===== src/rtl/branch_resolve_unit_pkg.sv =====
// Shared opcodes, branch kinds and link register for the branch resolve unit.
// Optional perf counters in the top are enabled by BRU_PERF_CNT_EN.
package branch_resolve_unit_pkg;

  localparam logic [5:0] JIRL_OPCODE = 6'b010011;
  localparam logic [5:0] B_OPCODE    = 6'b010100;
  localparam logic [5:0] BL_OPCODE   = 6'b010101;
  localparam logic [5:0] BEQ_OPCODE  = 6'b010110;
  localparam logic [5:0] BNE_OPCODE  = 6'b010111;
  localparam logic [5:0] BLT_OPCODE  = 6'b011000;
  localparam logic [5:0] BGE_OPCODE  = 6'b011001;
  localparam logic [5:0] BLTU_OPCODE = 6'b011010;
  localparam logic [5:0] BGEU_OPCODE = 6'b011011;

  localparam logic [4:0] LINK_REG = 5'd1;

  typedef enum logic [2:0] {
    BR_NONE,
    BR_COND,
    BR_B,
    BR_BL,
    BR_JIRL
  } br_kind_e;

  function automatic br_kind_e decode_kind(input logic [5:0] op);
    br_kind_e k;
    k = BR_NONE;
    unique case (1'b1)
      op == JIRL_OPCODE: k = BR_JIRL;
      op == B_OPCODE:    k = BR_B;
      op == BL_OPCODE:   k = BR_BL;
      (op >= BEQ_OPCODE) && (op <= BGEU_OPCODE):
        k = BR_COND;
      default: k = BR_NONE;
    endcase
    return k;
  endfunction

endpackage


===== src/rtl/bru_lane_eval.sv =====
// Per-lane combinational decode, compare, target and mispredict check.
// Part of branch_resolve_unit (optional BRU_PERF_CNT_EN lives in the top).
module bru_lane_eval
  import branch_resolve_unit_pkg::*;
#(
  parameter int PC_W   = 32,
  parameter int PC_INC = 4
) (
  input  logic            valid,
  input  logic [PC_W-1:0] pc,
  input  logic [31:0]     inst,
  input  logic [PC_W-1:0] rj_data,
  input  logic [PC_W-1:0] rd_data,
  input  logic            pred_taken,
  input  logic [PC_W-1:0] pred_target,
  output logic            is_branch,
  output logic            taken,
  output logic            mispred,
  output logic            wb_en,
  output logic [4:0]      wb_addr,
  output logic [PC_W-1:0] link,
  output logic [PC_W-1:0] next_pc
);

  br_kind_e        kind;
  logic [PC_W-1:0] offs16;
  logic [PC_W-1:0] offs26;
  logic [PC_W-1:0] target;
  logic            eq;
  logic            lts;
  logic            ltu;
  logic            cond;

  assign kind = decode_kind(inst[31:26]);

  assign offs16 = {{(PC_W-18){inst[25]}},
                   inst[25:10], 2'b00};
  assign offs26 = {{(PC_W-28){inst[9]}},
                   inst[9:0], inst[25:10], 2'b00};

  assign eq  = rj_data == rd_data;
  assign lts = $signed(rj_data) < $signed(rd_data);
  assign ltu = rj_data < rd_data;

  always_comb begin
    cond = 1'b0;
    unique case (1'b1)
      inst[31:26] == BEQ_OPCODE:  cond = eq;
      inst[31:26] == BNE_OPCODE:  cond = !eq;
      inst[31:26] == BLT_OPCODE:  cond = lts;
      inst[31:26] == BGE_OPCODE:  cond = !lts;
      inst[31:26] == BLTU_OPCODE: cond = ltu;
      inst[31:26] == BGEU_OPCODE: cond = !ltu;
      default:                    cond = 1'b0;
    endcase
  end

  always_comb begin
    target = pc + offs16;
    unique case (1'b1)
      kind == BR_B,
      kind == BR_BL:   target = pc + offs26;
      kind == BR_JIRL: target = rj_data + offs16;
      default:         target = pc + offs16;
    endcase
  end

  assign link      = pc + PC_W'(PC_INC);
  assign is_branch = valid && (kind != BR_NONE);
  assign taken     = is_branch &&
                     ((kind == BR_COND) ? cond : 1'b1);

  // A taken lane must also agree on where it went.
  assign mispred = is_branch &&
                   ((taken != pred_taken) ||
                    (taken && (target != pred_target)));

  assign wb_en   = valid &&
                   ((kind == BR_BL) ||
                    ((kind == BR_JIRL) && (inst[4:0] != 5'd0)));
  assign wb_addr = (kind == BR_BL) ? LINK_REG : inst[4:0];
  assign next_pc = taken ? target : link;

endmodule


===== src/rtl/branch_resolve_unit.sv =====
// N-lane branch resolution stage with registered redirect and link writeback.
// Define BRU_PERF_CNT_EN to add saturating branch/mispredict counters.
module branch_resolve_unit
  import branch_resolve_unit_pkg::*;
#(
  parameter int LANES        = 2,
  parameter int PC_W         = 32,
  parameter int RESET_PC_INC = 4
) (
  input  logic                         clk,
  input  logic                         rst,
  input  logic [LANES-1:0]             in_valid,
  output logic                         in_ready,
  input  logic [LANES*PC_W-1:0]        in_pc,
  input  logic [LANES*32-1:0]          in_inst,
  input  logic [LANES*PC_W-1:0]        in_rj_data,
  input  logic [LANES*PC_W-1:0]        in_rd_data,
  input  logic [LANES-1:0]             in_pred_taken,
  input  logic [LANES*PC_W-1:0]        in_pred_target,
  input  logic                         flush,
  input  logic                         out_ready,
  output logic [LANES-1:0]             out_valid,
  output logic [LANES-1:0]             out_is_branch,
  output logic [LANES-1:0]             out_taken,
  output logic [LANES-1:0]             wb_en,
  output logic [LANES*5-1:0]           wb_addr,
  output logic [LANES*PC_W-1:0]        wb_data,
  output logic                         redirect_valid,
  output logic [PC_W-1:0]              redirect_pc,
  output logic [$clog2(LANES):0]       redirect_lane
`ifdef BRU_PERF_CNT_EN
  ,
  output logic [31:0]                  perf_branch_cnt,
  output logic [31:0]                  perf_mispred_cnt
`endif
);

  localparam int LW = $clog2(LANES) + 1;

  logic [LANES-1:0]           l_isb;
  logic [LANES-1:0]           l_taken;
  logic [LANES-1:0]           l_mis;
  logic [LANES-1:0]           l_wben;
  logic [LANES-1:0][4:0]      l_wba;
  logic [LANES-1:0][PC_W-1:0] l_link;
  logic [LANES-1:0][PC_W-1:0] l_npc;

  for (genvar g = 0; g < LANES; g++) begin : g_lane
    bru_lane_eval #(
      .PC_W  (PC_W),
      .PC_INC(RESET_PC_INC)
    ) u_eval (
      .valid      (in_valid[g]),
      .pc         (in_pc[g*PC_W +: PC_W]),
      .inst       (in_inst[g*32 +: 32]),
      .rj_data    (in_rj_data[g*PC_W +: PC_W]),
      .rd_data    (in_rd_data[g*PC_W +: PC_W]),
      .pred_taken (in_pred_taken[g]),
      .pred_target(in_pred_target[g*PC_W +: PC_W]),
      .is_branch  (l_isb[g]),
      .taken      (l_taken[g]),
      .mispred    (l_mis[g]),
      .wb_en      (l_wben[g]),
      .wb_addr    (l_wba[g]),
      .link       (l_link[g]),
      .next_pc    (l_npc[g])
    );
  end

  logic             found;
  logic [LW-1:0]    sel_lane;
  logic [PC_W-1:0]  sel_pc;
  logic [LANES-1:0] keep;
  logic             accept;

  // Lanes after the oldest mispredicting lane are on the wrong path.
  always_comb begin
    found    = 1'b0;
    sel_lane = '0;
    sel_pc   = '0;
    keep     = '1;
    for (int i = 0; i < LANES; i++) begin
      keep[i] = !found;
      if (l_mis[i] && !found) begin
        found    = 1'b1;
        sel_lane = LW'(i);
        sel_pc   = l_npc[i];
      end
    end
  end

  assign in_ready = !(|out_valid) || out_ready;
  assign accept   = (|in_valid) && in_ready && !flush;

  always_ff @(posedge clk) begin
    if (rst) begin
      out_valid      <= '0;
      out_is_branch  <= '0;
      out_taken      <= '0;
      wb_en          <= '0;
      wb_addr        <= '0;
      wb_data        <= '0;
      redirect_valid <= 1'b0;
      redirect_pc    <= '0;
      redirect_lane  <= '0;
    end else if (flush) begin
      out_valid      <= '0;
      out_is_branch  <= '0;
      out_taken      <= '0;
      wb_en          <= '0;
      redirect_valid <= 1'b0;
    end else if (accept) begin
      out_valid      <= in_valid & keep;
      out_is_branch  <= l_isb;
      out_taken      <= l_taken;
      wb_en          <= l_wben & keep;
      wb_addr        <= l_wba;
      wb_data        <= l_link;
      redirect_valid <= found;
      redirect_pc    <= sel_pc;
      redirect_lane  <= sel_lane;
    end else if (in_ready) begin
      out_valid      <= '0;
      out_is_branch  <= '0;
      out_taken      <= '0;
      wb_en          <= '0;
      redirect_valid <= 1'b0;
    end else begin
      // Stalled: hold the bundle but fire the redirect only once.
      redirect_valid <= 1'b0;
    end
  end

`ifdef BRU_PERF_CNT_EN
  logic [32:0] br_sum;

  assign br_sum = {1'b0, perf_branch_cnt} +
                  33'($countones(out_valid & out_is_branch &
                                 {LANES{out_ready}}));

  always_ff @(posedge clk) begin
    if (rst) begin
      perf_branch_cnt  <= '0;
      perf_mispred_cnt <= '0;
    end else begin
      perf_branch_cnt <= br_sum[32] ? '1 : br_sum[31:0];
      if (redirect_valid && (perf_mispred_cnt != '1))
        perf_mispred_cnt <= perf_mispred_cnt + 32'd1;
    end
  end
`endif

endmodule


===== config.mk =====
export PLATFORM = sky130hd
export DESIGN_NAME = branch_resolve_unit
export DESIGN_NICKNAME = d
export VERILOG_FILES = /design/src/rtl/branch_resolve_unit_pkg.sv /design/src/rtl/bru_lane_eval.sv /design/src/rtl/branch_resolve_unit.sv
export SDC_FILE = /design/constraint.sdc
export NUM_CORES = 1
export LEC_CHECK = 0
export BUFFER_PORTS_ARGS = -buffer_cell sky130_fd_sc_hd__buf_2
export CAP_MARGIN = 25
export CORE_ASPECT_RATIO = 1.1
export CORE_UTILIZATION = 60
export CTS_BUF_LIST = sky130_fd_sc_hd__clkbuf_2
export CTS_CLUSTER_SIZE = 28
export DETAILED_ROUTE_END_ITERATION = 6
export PLACE_DENSITY = 0.93
export SYNTH_ARGS = -nofsm -noshare
export SYNTH_HDL_FRONTEND = slang
export SYNTH_SLANG_ARGS = --single-unit

===== constraint.sdc =====
create_clock -name clk -period 11.75 [get_ports clk]
set_input_delay 0.5875 -clock clk [delete_from_list [all_inputs] [get_ports clk]]
set_output_delay 0.5875 -clock clk [all_outputs]
set_load 0.02 [all_outputs]

==> results.md <==
- Status: complete, but fails checks
- Failing checks: DRC
- Leakage power: 0.00930 uW
- Top FF cell, synth: dfxtp_1
- Vias: between 20k and 25k
- Worst setup EP type: register
- Vias per inst: 6.62
- Largest net degree at the start of global routing: 95
- Initial antenna violation count: 1
- Worst hold-check path type: primary input to register
- Reg power frac: 25.7%
- Number of global-route vias before repair: 19.8k
- Number of fill cells: 2457
- Final ANT Viol Nets: 0
- Clk_lat worst skew: just under 0.8 ns
- Peak VDD IR: 0.0000531 V
- Max Root-Sink Buffers: 2
- Top Ports: 446
- Headroom to the max-slew limit: 35.1%
- Cts bufs inserted: 17
- Clock slew at reported path FFs: 0.19 ns
- Mapped Cells: 2463
- TritonCTS Sinks: 116
- Max Fclk: 0.173 GHz
- GRT Resource Usage Total: 46.8%
- Die span in y: approximately 180 um
- CTS tree: yes
- CP max stage cell: inv_1
- Cell-internal power: 877 uW
- Pwr dens: 83.3 mW/mm2
- Initial DRC count: 2524
- Setup violations, final: 0
- Startpoint Class: primary input
- Async SR Flop Fraction: 0%
- Share of cells above drive strength 1: 20.0%
- Final HPWL DP: 58600 um
- First-pass GRT wire length: 108000 um
- Number of remaining DRC errors: 1
- Final Skew: ~0.04 ns
- Buf+Inv Stages, Crit Path: 3
- Nets: 3339
- Routed len/inst: 22.4 um
- CP peak stage delay: 0.71 ns
- Syn avg cell area: 7.11 um2
- Final Hold Viols: 0
- Psw: approximately 800 uW
- Initial Utilization: between 60% and 70%
- Yosys warning count: 0
- Clock power frac: 17.5%
- Dpl cells: 3161
- CP Cell Sequence: buf_2 -> nor3b_1 -> nand4b_1 -> buf_4 -> inv_1 -> nand2_1 -> nand2_1 -> ha_1 -> and3_1 -> a221oi_2 -> o311a_1 -> o21ai_1 -> a311oi_1 -> xnor2_1 -> nor4b_1 -> and4_1 -> and4b_1 -> o2111ai_4 -> o21ai_1
- Die W: 165 um
- Comb pwr share: 56.9%
- CP Class: primary input to register
- Max-Cap Viols: 0
- Slew Viols, Final: 0
- Seq cells post-synth: 116
- Worst slew pin tran: 0.973 ns
- First-pass DRT Iterations: 7
- Yosys cell types: between 80 and 90
- H-tree levels: 4
- Cell Rows: 65
- Sequential share of the synthesized area: 13.3%
- Layout Cells excl Fill: 3204
- Core area: 0.0287 mm2
- Synth Net Count: a little under 3k
- Die ar.: about 0.03 mm2
- Postcts setup bufs: 0
- Crit-path leading delay family: simple AND/OR/NAND/NOR gates
- PortBufs: 444
- Clk Tree Root Cell: clkbuf_2
- GPL Wtd Cong: approximately 1.1
- Switching Share: between 40% and 50%
- Final setup TNS: 0 ns
- Crit-path max FO: 35
- RSZ-0062 raised after global routing: false
- Mapped Area: 0.0175 mm2
- Hold slack: 0.101 ns
- Final min period: 5.78 ns
- WP data arrival: 6.46 ns
- Synth-to-Final Area Change: 15.1%
- Remaining Overflow, GRT: 0
- CP required: between 10 and 15 ns
- Fin crit share: 49.2%
- Drt total wl: 71800 um
- Number of synthesized flops with an enable pin: 0
==> worst paths after layout <==
check | to | slack [ns] | start | depth (start not counted)
min | wb_data[32]$_SDFFE_PP0P_ | 0.10 | in_pc[32] | 3
min reg2reg | wb_addr[1]$_SDFFE_PP0P_ | 0.47 | wb_addr[1]$_SDFFE_PP0P_ | 2
max | redirect_pc[10]$_SDFFE_PP0P_ | 5.97 | in_inst[31] | 19
max reg2reg | wb_data[61]$_SDFFE_PP0P_ | 9.04 | out_valid[0]$_SDFFE_PP0P_ | 7
==> final cells by class <==
cell class	instances	area [um2]	share of cell area [%]
repair buffers	470	2440	12.1
inverters	91	342	1.69
well taps	368	460	2.28
clock inverters	15	155	0.769
diodes	1	2.50	0.0124
flip-flops and latches	116	2320	11.5
clock buffers	17	85.1	0.422
multi-input cells	2126	14400	71.2
==> worst min-delay path, cell delays in order <==
cell	delay (ns)
buf_2	0.13
nand2_1	0.07
a21oi_1	0.06
==> repair_timing <==
action                    4_1_cts  5_1_grt
gates resized for setup         0        0
hold endpoints to repair        7        0
hold buffers                    7        0
==> sequential cells by signal, summed over array words and instances, names as in the netlist <==
register and flops:
wb_addr 10, wb_en 2, out_taken 2, redirect_valid 1
wb_data 64, out_valid 2, out_is_branch 2, redirect_pc 32
redirect_lane 1
==> routing by layer <==
| layer | part of all wire, % | routed length [um] | up-vias | global-route usage, % |
|---|---|---|---|---|
| li1 | - | - | 9772 | - |
| met1 | 37 | 26600 | 9640 | 56.8 |
| met2 | 45 | 32600 | 1478 | 76.1 |
| met3 | 10 | 7520 | 306 | 7.07 |
| met4 | 7.1 | 5120 | 0 | 30.7 |
| met5 | 0 | 0 | - | 0 |
==> through the flow <==
step	cell area, um2	setup slack (ns)	utilization [%]	total power [uW]
after floorplan	17500	6.09	-	1050
after global placement	19800	5.40	69.1	1340
after detailed placement	19800	5.26	69.1	1350
after CTS	20100	6.15	70.1	1650
after global routing	20200	5.52	70.2	1760
final	20200	5.97	70.2	1680
==> layout by cell type (no fill, tap or decap), types with 27 or more instances in the layout <==
cell and n:
mux2i_1 57, inv_1 91, nand4_1 61, o21ai_0 93
ha_1 185, buf_2 444, o21a_1 27, dfxtp_1 116
mux2_2 35, nor2_1 239, and3_1 29, a211oi_1 83
o211ai_1 27, nand3_1 78, o21ai_1 35, a21oi_1 198
xnor2_1 114, nand2_1 323, a21o_1 44, xor2_1 88
nor3_1 46
==> cells in the mapped netlist (10+ instances only) <==
master	number	share of area, %
a32oi_1	25	1.2
o211ai_1	27	1.2
a21o_1	44	1.9
mux2_2	35	2.2
and2_1	23	0.82
a221oi_1	10	0.50
clkbuf_1	95	2.0
and3_1	29	1.0
o21a_1	27	1.2
nor3_1	48	1.4
xor2_1	88	4.4
o21ai_0	93	2.7
dfxtp_1	116	13
and4_1	12	0.60
o21ai_1	36	1.0
o2111ai_1	11	0.55
nand2_1	323	6.9
or3_1	18	0.64
buf_1	17	0.36
o31ai_1	13	0.56
ha_1	185	13
a31oi_1	16	0.57
mux2i_1	57	3.3
nor2b_1	15	0.54
nand3_1	78	2.2
nor3b_1	16	0.69
buf_2	14	0.40
nor4_1	18	0.64
inv_1	91	1.9
nand4_1	61	2.2
a21oi_1	198	5.7
xnor2_1	114	5.7
nand2b_1	19	0.68
nor2_1	242	5.2
a211oi_1	83	3.6
==> cells by family after synthesis <==
logic type / after synthesis / synth area share (%)
adder cells (fa/ha/maj): 189 / 13.7
XOR/XNOR: 206 / 10.6
buffers and inverters: 221 / 4.99
AND/OR/NAND/NOR: 946 / 25.5
flip-flops: 116 / 13.3
multiplexers: 92 / 5.51
other: 1 / 0.0214
AO/OA/AOI/OAI: 692 / 26.5
==> power groups by stage <==
stage | Combinational [uW] | Clock [uW] | Sequential, uW
5_1_grt | 1020 | 311 | 434
6_report | 955 | 293 | 431
3_5_place_dp | 915 | 0 | 438
3_3_place_gp | 901 | 0 | 437
2_1_floorplan | 584 | 0 | 465
4_1_cts | 923 | 294 | 430
Power figures use the tool's default switching activity.
